===== src/rtl/spi_regbus_decoder.sv =====
// Byte-stream command decoder: turns SPI bytes into 16-bit register bus writes/reads
// and streams read data back to the transceiver one byte at a time.
module spi_regbus_decoder #(
  parameter int unsigned ADDR_W    = 7,
  parameter logic [7:0]  FILL_BYTE = 8'h00
) (
  input  logic              clk,
  input  logic              rst_n,
  input  logic              spi_rst_i,
  input  logic [7:0]        rx_data_i,
  input  logic              rx_ack_i,
  output logic [7:0]        tx_data_o,
  output logic              tx_ack_o,
  output logic [ADDR_W-1:0] reg_addr_o,
  output logic [15:0]       reg_wdata_o,
  output logic              reg_we_o,
  output logic              reg_re_o,
  input  logic [15:0]       reg_rdata_i
);

  typedef enum logic [2:0] {
    S_CMD,
    S_WR_HI,
    S_WR_LO,
    S_RD_ISSUE,
    S_RD_CAP,
    S_RD_HI,
    S_RD_LO
  } state_t;

  localparam logic [ADDR_W-1:0] ADDR_ONE = ADDR_W'(1);

  state_t            state, state_nxt;
  logic [7:0]        tx_data_nxt;
  logic              tx_ack_nxt;
  logic [ADDR_W-1:0] addr_nxt;
  logic [15:0]       wdata_nxt;
  logic              we_nxt;
  logic              re_nxt;
  logic [7:0]        hi_byte, hi_byte_nxt;
  logic [7:0]        lo_byte, lo_byte_nxt;

  always_ff @(posedge clk) begin
    if (!rst_n) begin
      state       <= S_CMD;
      tx_data_o   <= 8'h00;
      tx_ack_o    <= 1'b0;
      reg_addr_o  <= '0;
      reg_wdata_o <= 16'h0000;
      reg_we_o    <= 1'b0;
      reg_re_o    <= 1'b0;
      hi_byte     <= 8'h00;
      lo_byte     <= 8'h00;
    end else begin
      state       <= state_nxt;
      tx_data_o   <= tx_data_nxt;
      tx_ack_o    <= tx_ack_nxt;
      reg_addr_o  <= addr_nxt;
      reg_wdata_o <= wdata_nxt;
      reg_we_o    <= we_nxt;
      reg_re_o    <= re_nxt;
      hi_byte     <= hi_byte_nxt;
      lo_byte     <= lo_byte_nxt;
    end
  end

  always_comb begin
    state_nxt   = state;
    tx_data_nxt = tx_data_o;
    tx_ack_nxt  = 1'b0;
    addr_nxt    = reg_addr_o;
    wdata_nxt   = reg_wdata_o;
    we_nxt      = 1'b0;
    re_nxt      = 1'b0;
    hi_byte_nxt = hi_byte;
    lo_byte_nxt = lo_byte;

    // Post-write increment belongs to the completed write, so a transaction restart does not cancel it.
    if (reg_we_o) begin
      addr_nxt = reg_addr_o + ADDR_ONE;
    end

    if (spi_rst_i) begin
      state_nxt   = S_CMD;
      tx_ack_nxt  = 1'b1;
      tx_data_nxt = FILL_BYTE;
    end else begin
      unique case (state)
        S_CMD: begin
          if (rx_ack_i) begin
            addr_nxt    = rx_data_i[ADDR_W-1:0];
            tx_ack_nxt  = 1'b1;
            tx_data_nxt = FILL_BYTE;
            if (rx_data_i[7]) begin
              state_nxt = S_WR_HI;
            end else begin
              state_nxt = S_RD_ISSUE;
              re_nxt    = 1'b1;
            end
          end
        end
        S_WR_HI: begin
          if (rx_ack_i) begin
            hi_byte_nxt = rx_data_i;
            tx_ack_nxt  = 1'b1;
            tx_data_nxt = FILL_BYTE;
            state_nxt   = S_WR_LO;
          end
        end
        S_WR_LO: begin
          if (rx_ack_i) begin
            tx_ack_nxt  = 1'b1;
            tx_data_nxt = FILL_BYTE;
            wdata_nxt   = {hi_byte, rx_data_i};
            we_nxt      = 1'b1;
            state_nxt   = S_WR_HI;
          end
        end
        // reg_re_o is already high here; read data arrives while in S_RD_CAP.
        S_RD_ISSUE: begin
          state_nxt = S_RD_CAP;
        end
        S_RD_CAP: begin
          tx_ack_nxt  = 1'b1;
          tx_data_nxt = reg_rdata_i[15:8];
          lo_byte_nxt = reg_rdata_i[7:0];
          state_nxt   = S_RD_HI;
        end
        S_RD_HI: begin
          if (rx_ack_i) begin
            tx_ack_nxt  = 1'b1;
            tx_data_nxt = lo_byte;
            state_nxt   = S_RD_LO;
          end
        end
        S_RD_LO: begin
          if (rx_ack_i) begin
            addr_nxt  = reg_addr_o + ADDR_ONE;
            re_nxt    = 1'b1;
            state_nxt = S_RD_ISSUE;
          end
        end
        default: begin
          state_nxt = S_CMD;
        end
      endcase
    end
  end

endmodule


===== config.mk =====
export PLATFORM = sky130hd
export DESIGN_NAME = spi_regbus_decoder
export DESIGN_NICKNAME = d
export VERILOG_FILES = /design/src/rtl/spi_regbus_decoder.sv
export SDC_FILE = /design/constraint.sdc
export NUM_CORES = 1
export LEC_CHECK = 0
export CAP_MARGIN = 20
export CORE_MARGIN = 4
export CORE_UTILIZATION = 49
export CTS_CLUSTER_SIZE = 24
export DETAILED_ROUTE_END_ITERATION = 8
export PLACE_DENSITY = 0.87
export SETUP_SLACK_MARGIN = 0.05
export SLEW_MARGIN = 40
export SYNTH_ARGS = -nofsm -noshare
export SYNTH_HDL_FRONTEND = slang
export SYNTH_SLANG_ARGS = --single-unit

===== constraint.sdc =====
create_clock -name clk -period 1.8 [get_ports clk]
set_clock_uncertainty 0.2 [all_clocks]
set_input_delay 0.18 -clock clk [delete_from_list [all_inputs] [get_ports clk]]
set_output_delay 0.18 -clock clk [all_outputs]
set_load 0.005 [all_outputs]

==> impl_metrics.json, run 1 <==
{
  "outcome": "finished, final reports clean",
  "port_buffers": 61,
  "cap_viol_max_count": 0,
  "fill_cells": 380,
  "ys_seq_area_share_pct": 42.11,
  "setup_violations": 0,
  "numCtsBuffers": 5,
  "syn_area_um2": 2520,
  "drc": 0,
  "synth_top_cell_by_area": "dfxtp_1",
  "critPathArrivalTime_ns": 1.32,
  "async_reset_ff_share_pct": 0,
  "routabilityCongestion": 0.8424,
  "grt_use_total_pct": 21.32,
  "min_period_ns": 1.698,
  "synth_xor_area_share_pct": 3.426,
  "muxShareOfSynthArea_pct": 9.583,
  "crit_fanout": 7,
  "route.vias.total": 2300,
  "path_cells": "buf_4 > clkdlybuf4s50_1",
  "antenna_cells": 0,
  "ir_drop_uv": 457.1,
  "path_class": "reg -> out",
  "final_cells": 440,
  "multi_input_area_um2": 1361,
  "r2r_slack_ns": 0.15,
  "pwr-share-seq_pct": 53.8,
  "internal_power_mw": 1.716,
  "drive_above_1_share_pct": 16.09,
  "ctsResizeCount": 0,
  "die_h_um": 79.71,
  "yosys-top-cells-area": "dfxtp_1 (42%), mux2i_1 (9.1%), nand2_1 (8.9%)",
  "antenna_found_initial": 0,
  "cts_tree": "yes",
  "cts_hold_buf": 0,
  "syn_avg_cell_area_um2": 8.571,
  "grt_pass1_vias": 2336,
  "synth_compound_area_share_pct": 15.59,
  "p_sw_mw": 0.5390,
  "hold_path.class": "in -> reg",
  "syn2layout_area_growth_pct": 36.89,
  "dp.cells": 432,
  "power_density_nw_per_um2": 653.6,
  "cp.required_ns": 1.42,
  "slew_viol_final": 0,
  "final_nets": 401,
  "yosys.area_share.simple_pct": 24.18,
  "fmax_ghz": 0.5888,
  "core_area_um2": 4848,
  "r2r_start": "reg_addr_o[0]",
  "htreeDepth": 2,
  "clockBufferDepth": 2,
  "cp_slowest_stage_delay_ns": 0.51,
  "avgRoutedWirePerCell_um": 14.43,
  "globalRouteMet3Util_pct": 4.515,
  "timing.critical_path.from": "reg_addr_o[0]",
  "p_leak_nw": 1.292,
  "reg2reg_depth": 6,
  "worstReg2RegEnd": "reg_addr_o[4]",
  "synth_fa_ha_area_share_pct": 0.4965,
  "grt-busiest-layer": "met2",
  "grtUsageMet1_pct": 26.68,
  "power_mw": 2.255,
  "clock-sinks": 53,
  "yosys_warnings": 0,
  "synth_seq_cells": 53,
  "seq_area_um2": 1067,
  "synth-edff-count": 0,
  "fin_util_pct": 71.15,
  "ant_nets": 0,
  "slowest_stage": "clkdlybuf4s50_1",
  "drt_iter0_drc": 130,
  "clk_pin_slew_ns": 0.10,
  "relSlewSlack_pct": 77.17,
  "ioPinCount": 62,
  "post_cts_buffers": 0,
  "grt-ovfl-total": 0,
  "synth_top_area_share_pct": 42.11,
  "detailed_place_hpwl_um": 4610,
  "hold_ws_ns": 0.2172,
  "p_sw_share_pct": 23.91,
  "start_kind": "flip-flop",
  "grt_pass1_wl_um": 10730,
  "critPathCapture": "reg_addr_o[0]",
  "synthCells": 294,
  "die_area_um2": 6354,
  "fp.dieW_um": 79.71,
  "synth_top_family_by_area": "simple AND/OR/NAND/NOR gates",
  "grt.met2_usage_pct": 35.89,
  "clockRootBuffer": "clkbuf_8",
  "clock_latency_ns": 0.31,
  "rsz0062_at_grt": "yes",
  "wirelength_um": 6348,
  "period_share_pct": 94.36,
  "syn_nets": 323,
  "power_frac_comb_pct": 13.7,
  "firstDrtPassIters": 4,
  "max_slew.worst_pin.slew_ns": 0.3413,
  "via_per_inst": 5.227,
  "grt_max_degree": 17,
  "start_util_pct": 51.97,
  "hold_violations": 0,
  "clockPowerShare_pct": 32.5,
  "worstSetupEndpointType": "primary output",
  "finalSetupTns_ns": 0,
  "rows": 25,
  "ys_types": 48,
  "synth_ff_type": "dfxtp_1"
}
[layout make-up]
cell class | count | area share (%)
multi-input combinational | 219 | 39.46
sequential | 53 | 30.94
timing repair buffer | 89 | 23.79
clock buffer | 7 | 2.793
tap | 67 | 2.430
inverter | 4 | 0.4353
clock inverter | 1 | 0.1451
[per-layer routing]
layer | wire [um] | vias up
li1 | - | 1148
met1 | 2760 | 1079
met2 | 3181 | 62
met3 | 293 | 11
met4 | 112 | 0
met5 | 0 | -
[critical path: cells and delay by family, from the launching register on]
family / cells / cell delay, ns
buffers and inverters: 2 / 0.67
DFF: 1 / 0.35
[cell usage in the layout, fill, tap and decap left out, drive strengths merged, types with 2 or more instances in the layout]
cell type / instances
a21boi: 13
a21oi: 21
a311oi: 2
a31oi: 3
and3: 4
buf: 28
clkbuf: 7
clkdlybuf4s50: 61
dfxtp: 53
inv: 4
mux2i: 23
nand2: 60
nand2b: 4
nand3: 5
nand3b: 2
nand4: 4
nor2: 26
nor2b: 11
o21ai: 15
o2bb2ai: 2
o31a: 2
or3: 3
xnor2: 4
xor2: 5
[cells in the mapped netlist, types with 4 or more instances]
master     n
buf_2      6
a21boi_0   6
clkbuf_1   7
o21ai_0   12
dfxtp_1   53
a21oi_1   19
nor2b_1   10
inv_1      4
mux2i_1   23
a21boi_1   7
xor2_1     5
nand3_1    4
nor2_1    25
nand2_1   60
nand4_1    4
[power groups by stage]
stage | clock network (mW) | logic, mW | registers (mW)
global route | 0.783 | 0.335 | 1.22
CTS | 0.736 | 0.307 | 1.21
global placement | 0 | 0.300 | 1.24
finish | 0.732 | 0.310 | 1.21
detailed placement | 0 | 0.304 | 1.24
floorplan | 0 | 0.150 | 1.24
[cell families after synthesis]
group,after synthesis
xor gates and xnor gates,9
and+or+nand+nor,124
buffers and inverters,22
adders and majority gates,1
DFF,53
AOI/OAI and AO/OA,61
muxes,24
[through the flow]
stage,cell area [um^2],setup WS (ns)
after floorplan,2520,0.1323
after global placement,3323,-0.002429
after detailed placement,3323,-0.04044
after CTS,3425,0.07602
after global routing,3450,0.008235
final,3450,0.1015
[state kept, by name (all words and copies together) (netlist names)]
register and flops:
lo_byte 8, tx_ack_o 1, reg_re_o 1, state 3, reg_addr_o 7, hi_byte 8
tx_data_o 8, reg_we_o 1, reg_wdata_o 16
[how the worst min path moves through the flow]
stage	slack (ns)	startpoint	endpoint	cells past startpoint
2_1_floorplan	0.11	reg_rdata_i[0]	lo_byte[0]	2
3_3_place_gp	0.24	lo_byte[5]	lo_byte[5]	2
6_report	0.22	reg_rdata_i[2]	lo_byte[2]	3
4_1_cts	0.21	reg_rdata_i[3]	lo_byte[3]	3
5_1_grt	0.23	reg_rdata_i[1]	lo_byte[1]	3
3_5_place_dp	0.25	lo_byte[5]	lo_byte[5]	2
No activity file was read; power rests on OpenSTA's default activity.
==> inputs of run 2 (changes only) <==
--- a/config.mk
+++ b/config.mk
@@ -7,10 +7,10 @@
 export LEC_CHECK = 0
 export CAP_MARGIN = 20
 export CORE_MARGIN = 4
-export CORE_UTILIZATION = 49
+export CORE_UTILIZATION = 35
 export CTS_CLUSTER_SIZE = 24
 export DETAILED_ROUTE_END_ITERATION = 8
-export PLACE_DENSITY = 0.87
+export PLACE_DENSITY = 0.68
 export SETUP_SLACK_MARGIN = 0.05
 export SLEW_MARGIN = 40
 export SYNTH_ARGS = -nofsm -noshare
==> run 2 against run 1 <==
Sequential share of layout area decreased by 0.64 points. Critical path depth unchanged. Die area increased by 36%. First-iteration DRC count decreased by 45%. Highest routed layer unchanged. Clock power decreased by 3.6%. Count of clock-buffer cells in the layout decreased by 2. Worst hold slack got worse by 0.0070 ns. Via count decreased by 3.3%. Critical path type unchanged. Final cell count increased by 7.3%. Sequential power about the same. Total power decreased by 0.60%. Worst setup slack got worse by 0.025 ns.
==> impl_metrics.json, run 2 (same netlist as run 1, synthesis figures left out) <==
{
  "outcome": "finished, final reports clean",
  "antenna_cells": 0,
  "htreeDepth": 2,
  "seq_area_um2": 1066,
  "drc": 0,
  "power_mw": 2.241,
  "path_cells": "buf_4 > clkdlybuf4s50_1",
  "max_slew.worst_pin.slew_ns": 0.3411,
  "wirelength_um": 6500,
  "routabilityCongestion": 0.8530,
  "holdPathStages": 3,
  "power_density_nw_per_um2": 636.9,
  "whs_endpoint": "lo_byte[2]",
  "clock-sinks": 53,
  "layout_common_cells": "clkdlybuf4s50_1 (61), nand2_1 (60), dfxtp_1 (49), buf_4 (30), nor2_1 (25)",
  "grt_pass1_wl_um": 10730,
  "clockBufferDepth": 2,
  "critPathArrivalTime_ns": 1.34,
  "timing.critical_path.from": "reg_addr_o[1]",
  "clock_latency_ns": 0.31,
  "core_area_um2": 6907,
  "multi_input_area_um2": 1375,
  "numCtsBuffers": 5,
  "cp_top_family": "buffers and inverters",
  "cts_hold_buf": 0,
  "detailed_place_hpwl_um": 4867,
  "cp_slowest_stage_delay_ns": 0.49,
  "via_per_inst": 4.714,
  "worstReg2RegEnd": "lo_byte[7]",
  "regMostFlops": "reg_wdata_o",
  "relSlewSlack_pct": 76.96,
  "drive_above_1_share_pct": 16.22,
  "clockRootBuffer": "clkbuf_8",
  "worstSetupEndpointType": "primary output",
  "reg2reg_depth": 6,
  "start_kind": "flip-flop",
  "fin_util_pct": 50.94,
  "drt_iter0_drc": 72,
  "grt-ovfl-total": 0,
  "r2r_slack_ns": 0.10,
  "die_area_um2": 8621,
  "hold_path.class": "in -> reg",
  "min_period_ns": 1.723,
  "ioPinCount": 62,
  "hold_violations": 0,
  "rsz0062_at_grt": "yes",
  "slowest_stage": "clkdlybuf4s50_1",
  "cap_viol_max_count": 0,
  "fill_cells": 686,
  "cp.required_ns": 1.42,
  "grt_pass1_vias": 2226,
  "route.vias.total": 2225,
  "firstDrtPassIters": 4,
  "final_nets": 404,
  "fmax_ghz": 0.5804,
  "start_util_pct": 36.49,
  "hold_ws_ns": 0.2102,
  "ant_nets": 0,
  "slew_viol_final": 0,
  "setup_violations": 0,
  "avgRoutedWirePerCell_um": 13.77,
  "crit_fanout": 5,
  "r2r_start": "state[2]",
  "min_from": "reg_rdata_i[2]",
  "final_common_cell": "clkdlybuf4s50_1",
  "cts_tree": "yes",
  "die_h_um": 92.85,
  "syn2layout_area_growth_pct": 39.62,
  "p_leak_nw": 1.301,
  "fp.dieW_um": 92.85,
  "rows": 30,
  "port_buffers": 61,
  "period_share_pct": 95.73,
  "largest_register_ffs": 16,
  "grt_max_degree": 19,
  "grt_use_total_pct": 15.60,
  "clk_pin_slew_ns": 0.10,
  "critPathBufInv": 2,
  "antenna_found_initial": 0,
  "ir_drop_uv": 383.7,
  "path_class": "reg -> out"
}
run 2: how the worst max path moves through the flow:
stage / endpoint / cells past startpoint
CTS: reg_addr_o[4] / 1
global route: lo_byte[2] / 6
finish: reg_addr_o[1] / 2
detailed placement: reg_addr_o[2] / 5
global placement: reg_addr_o[2] / 5
floorplan: reg_addr_o[4] / 6
run 2: metrics by stage:
stage / cells / setup WS, ns / instance area [um^2] / TNS [ns]
2_1_floorplan: 294 / 0.1323 / 2520 / 0
3_3_place_gp: 462 / -0.01731 / 3367 / -0.01731
3_5_place_dp: 462 / -0.06783 / 3367 / -0.3226
4_1_cts: 470 / 0.04017 / 3463 / 0
5_1_grt: 472 / 0.0009135 / 3518 / 0
6_report: 472 / 0.07690 / 3518 / 0
run 2: metal layers:
layer	track usage (%)	vias up	wire length, um
li1	-	1156	-
met1	20.39	1029	2978
met2	26.03	38	3240
met3	3.574	2	245
met4	3.663	0	35
met5	0	-	0
run 2: timing repair:
action                                  in CTS  in global routing
endpoints found under the setup margin       2                 23
buffers inserted                             0                  2
pin swaps                                    0                  3
hold endpoints to repair                     0                  0
resized for setup                            1                 10
run 2: worst register-to-register path: stages (launching register included):
cell and delay, ns:
dfxtp_1 0.40, or2b_1 0.33, buf_4 0.21, nor3_4 0.17, buf_4 0.16, nand2_1 0.06, a21oi_1 0.11
run 2: where the power goes:
part           total, mW  internal [mW]  leakage (nW)  switching (mW)
Clock              0.706          0.285        0.0487           0.422
Combinational      0.323          0.181         0.822           0.142
Sequential          1.21           1.19         0.430          0.0192
run 2: final cells by class:
class	instances	area share, %
tap	96	3.414
clock inverter	3	0.7468
timing repair buffer	92	24.08
sequential	53	30.30
multi-input combinational	219	39.08
inverter	4	0.4267
clock buffer	5	1.956
==> RTL change (config.mk and constraints of run 1) <==
Change the parameter `ADDR_W` from 7 to 6.
--- a/src/rtl/spi_regbus_decoder.sv
+++ b/src/rtl/spi_regbus_decoder.sv
@@ -3,3 +3,3 @@
 module spi_regbus_decoder #(
-  parameter int unsigned ADDR_W    = 7,
+  parameter int unsigned ADDR_W    = 6,
   parameter logic [7:0]  FILL_BYTE = 8'h00
Interface: changed (resized reg_addr_o); port bits go from 62 to 61. No check against the original RTL was run, so the function may have changed too.
==> RTL change against run 1 <==
Core utilization decreased by 2.4 points. Highest routed layer unchanged. Largest power group unchanged. Largest cell class unchanged. Register-to-register slack improved by 0.02 ns. Sequential share of layout area increased by 0.72 points. Setup slack improved by 0.011 ns. Power decreased by 4.5%. Via count decreased by 5.4%. Synthesized area decreased by 1.9%. Routed wire length decreased by 6.3%. Critical path type unchanged. Sequential cell count decreased by 1. Critical path depth unchanged. Final area decreased by 4.0%. Global-route usage decreased by 1.7 points. Combinational power decreased by 14%.
==> RTL change: results <==
pwr:
  leakagePower_nw: 1.19
  p_int_mw: 1.60
  clock_power_share_pct: 32.4
  irDropWorstVdd_mv: 0.496
placed_design:
  gp_congestion: 0.819
  dpl.hpwl_um: 4390
  numPortBuffers: 60
  dpl-instance-area_mm2: 0.00321
detailed_routing:
  dr.pass1.iters: 5
  vias: 2176
  wl_met3_um: 383
  met2_length_um: 2790
  m1WireLength_um: 2660
  first_iter_violations: 116
  drt_wl_total_um: 5950
global_routing:
  gr-usage-met2_pct: 33.3
  grt_use_total_pct: 19.7
  grt_max_degree: 38
  use_met3_pct: 4.99
  first_global_vias: 2133
  use_met1_pct: 24.1
final_layout:
  nonClockInverterCount: 2
  num-fill-cells: 436
  nNetsFinal: 374
  nonClockBufferCount: 82
  clock_area_share_pct: 2.83
  clkbuf_count: 5
  multi_input_area_share_pct: 38.9
  nonClkBufAreaFrac_pct: 23.9
  final_cells: 413
  multi_input_gates: 202
  seqCellArea_mm2: 0.00105
cts:
  numClockSinks: 52
synthesis:
  synth_xor_area_share_pct: 2.48
  synthAdderAreaFrac_pct: 0.506
  syn-num-nets: 308
  synth_common_cells: "nand2_1, dfxtp_1, a21boi_0, mux2i_1, nor2_1"
  synthMuxAreaShare_pct: 6.88
  netlist_top_cells_area: "dfxtp_1, nand2_1, mux2i_1"
  synth_compound_area_share_pct: 18.8
  synth_cells: 279
  yosysUniqueCellTypes: 43
outcome:
  status: "complete, no violations"
die:
  dieArea_mm2: 0.00625
sta:
  relSlewSlack_pct: 73.3
  setup_ws_ns: 0.112
  hold-worst-slack_ns: 0.223
setup_path:
  worstPathMaxFanout: 5
  regToRegSetupSlack_ns: 0.17
-- RTL change: through the flow --
stage	utilization, %	power (mW)	TNS [ns]
2_1_floorplan	-	1.34	0
3_3_place_gp	66.5	1.47	-0.749
3_5_place_dp	66.5	1.48	-2.36
4_1_cts	68.6	2.16	0
5_1_grt	68.8	2.24	0
6_report	68.8	2.15	0
-- RTL change: repair_timing --
item,in CTS,in global routing
pin swaps,0,0
hold buffers,0,0
resized for setup,2,6
setup endpoints to repair,9,27
-- RTL change: critical path, cell delays in order (launching register included) --
cell and delay [ns]:
dfxtp_2 0.37, buf_4 0.14, clkdlybuf4s50_1 0.50
-- RTL change: final timing paths --
kind | startpoint | end | depth (start not counted)
min | reg_rdata_i[3] | lo_byte[3] | 3
min reg2reg | hi_byte[7] | reg_wdata_o[15] | 2
max | reg_addr_o[0] | reg_addr_o[0] | 2
max reg2reg | state[2] | tx_data_o[7] | 5
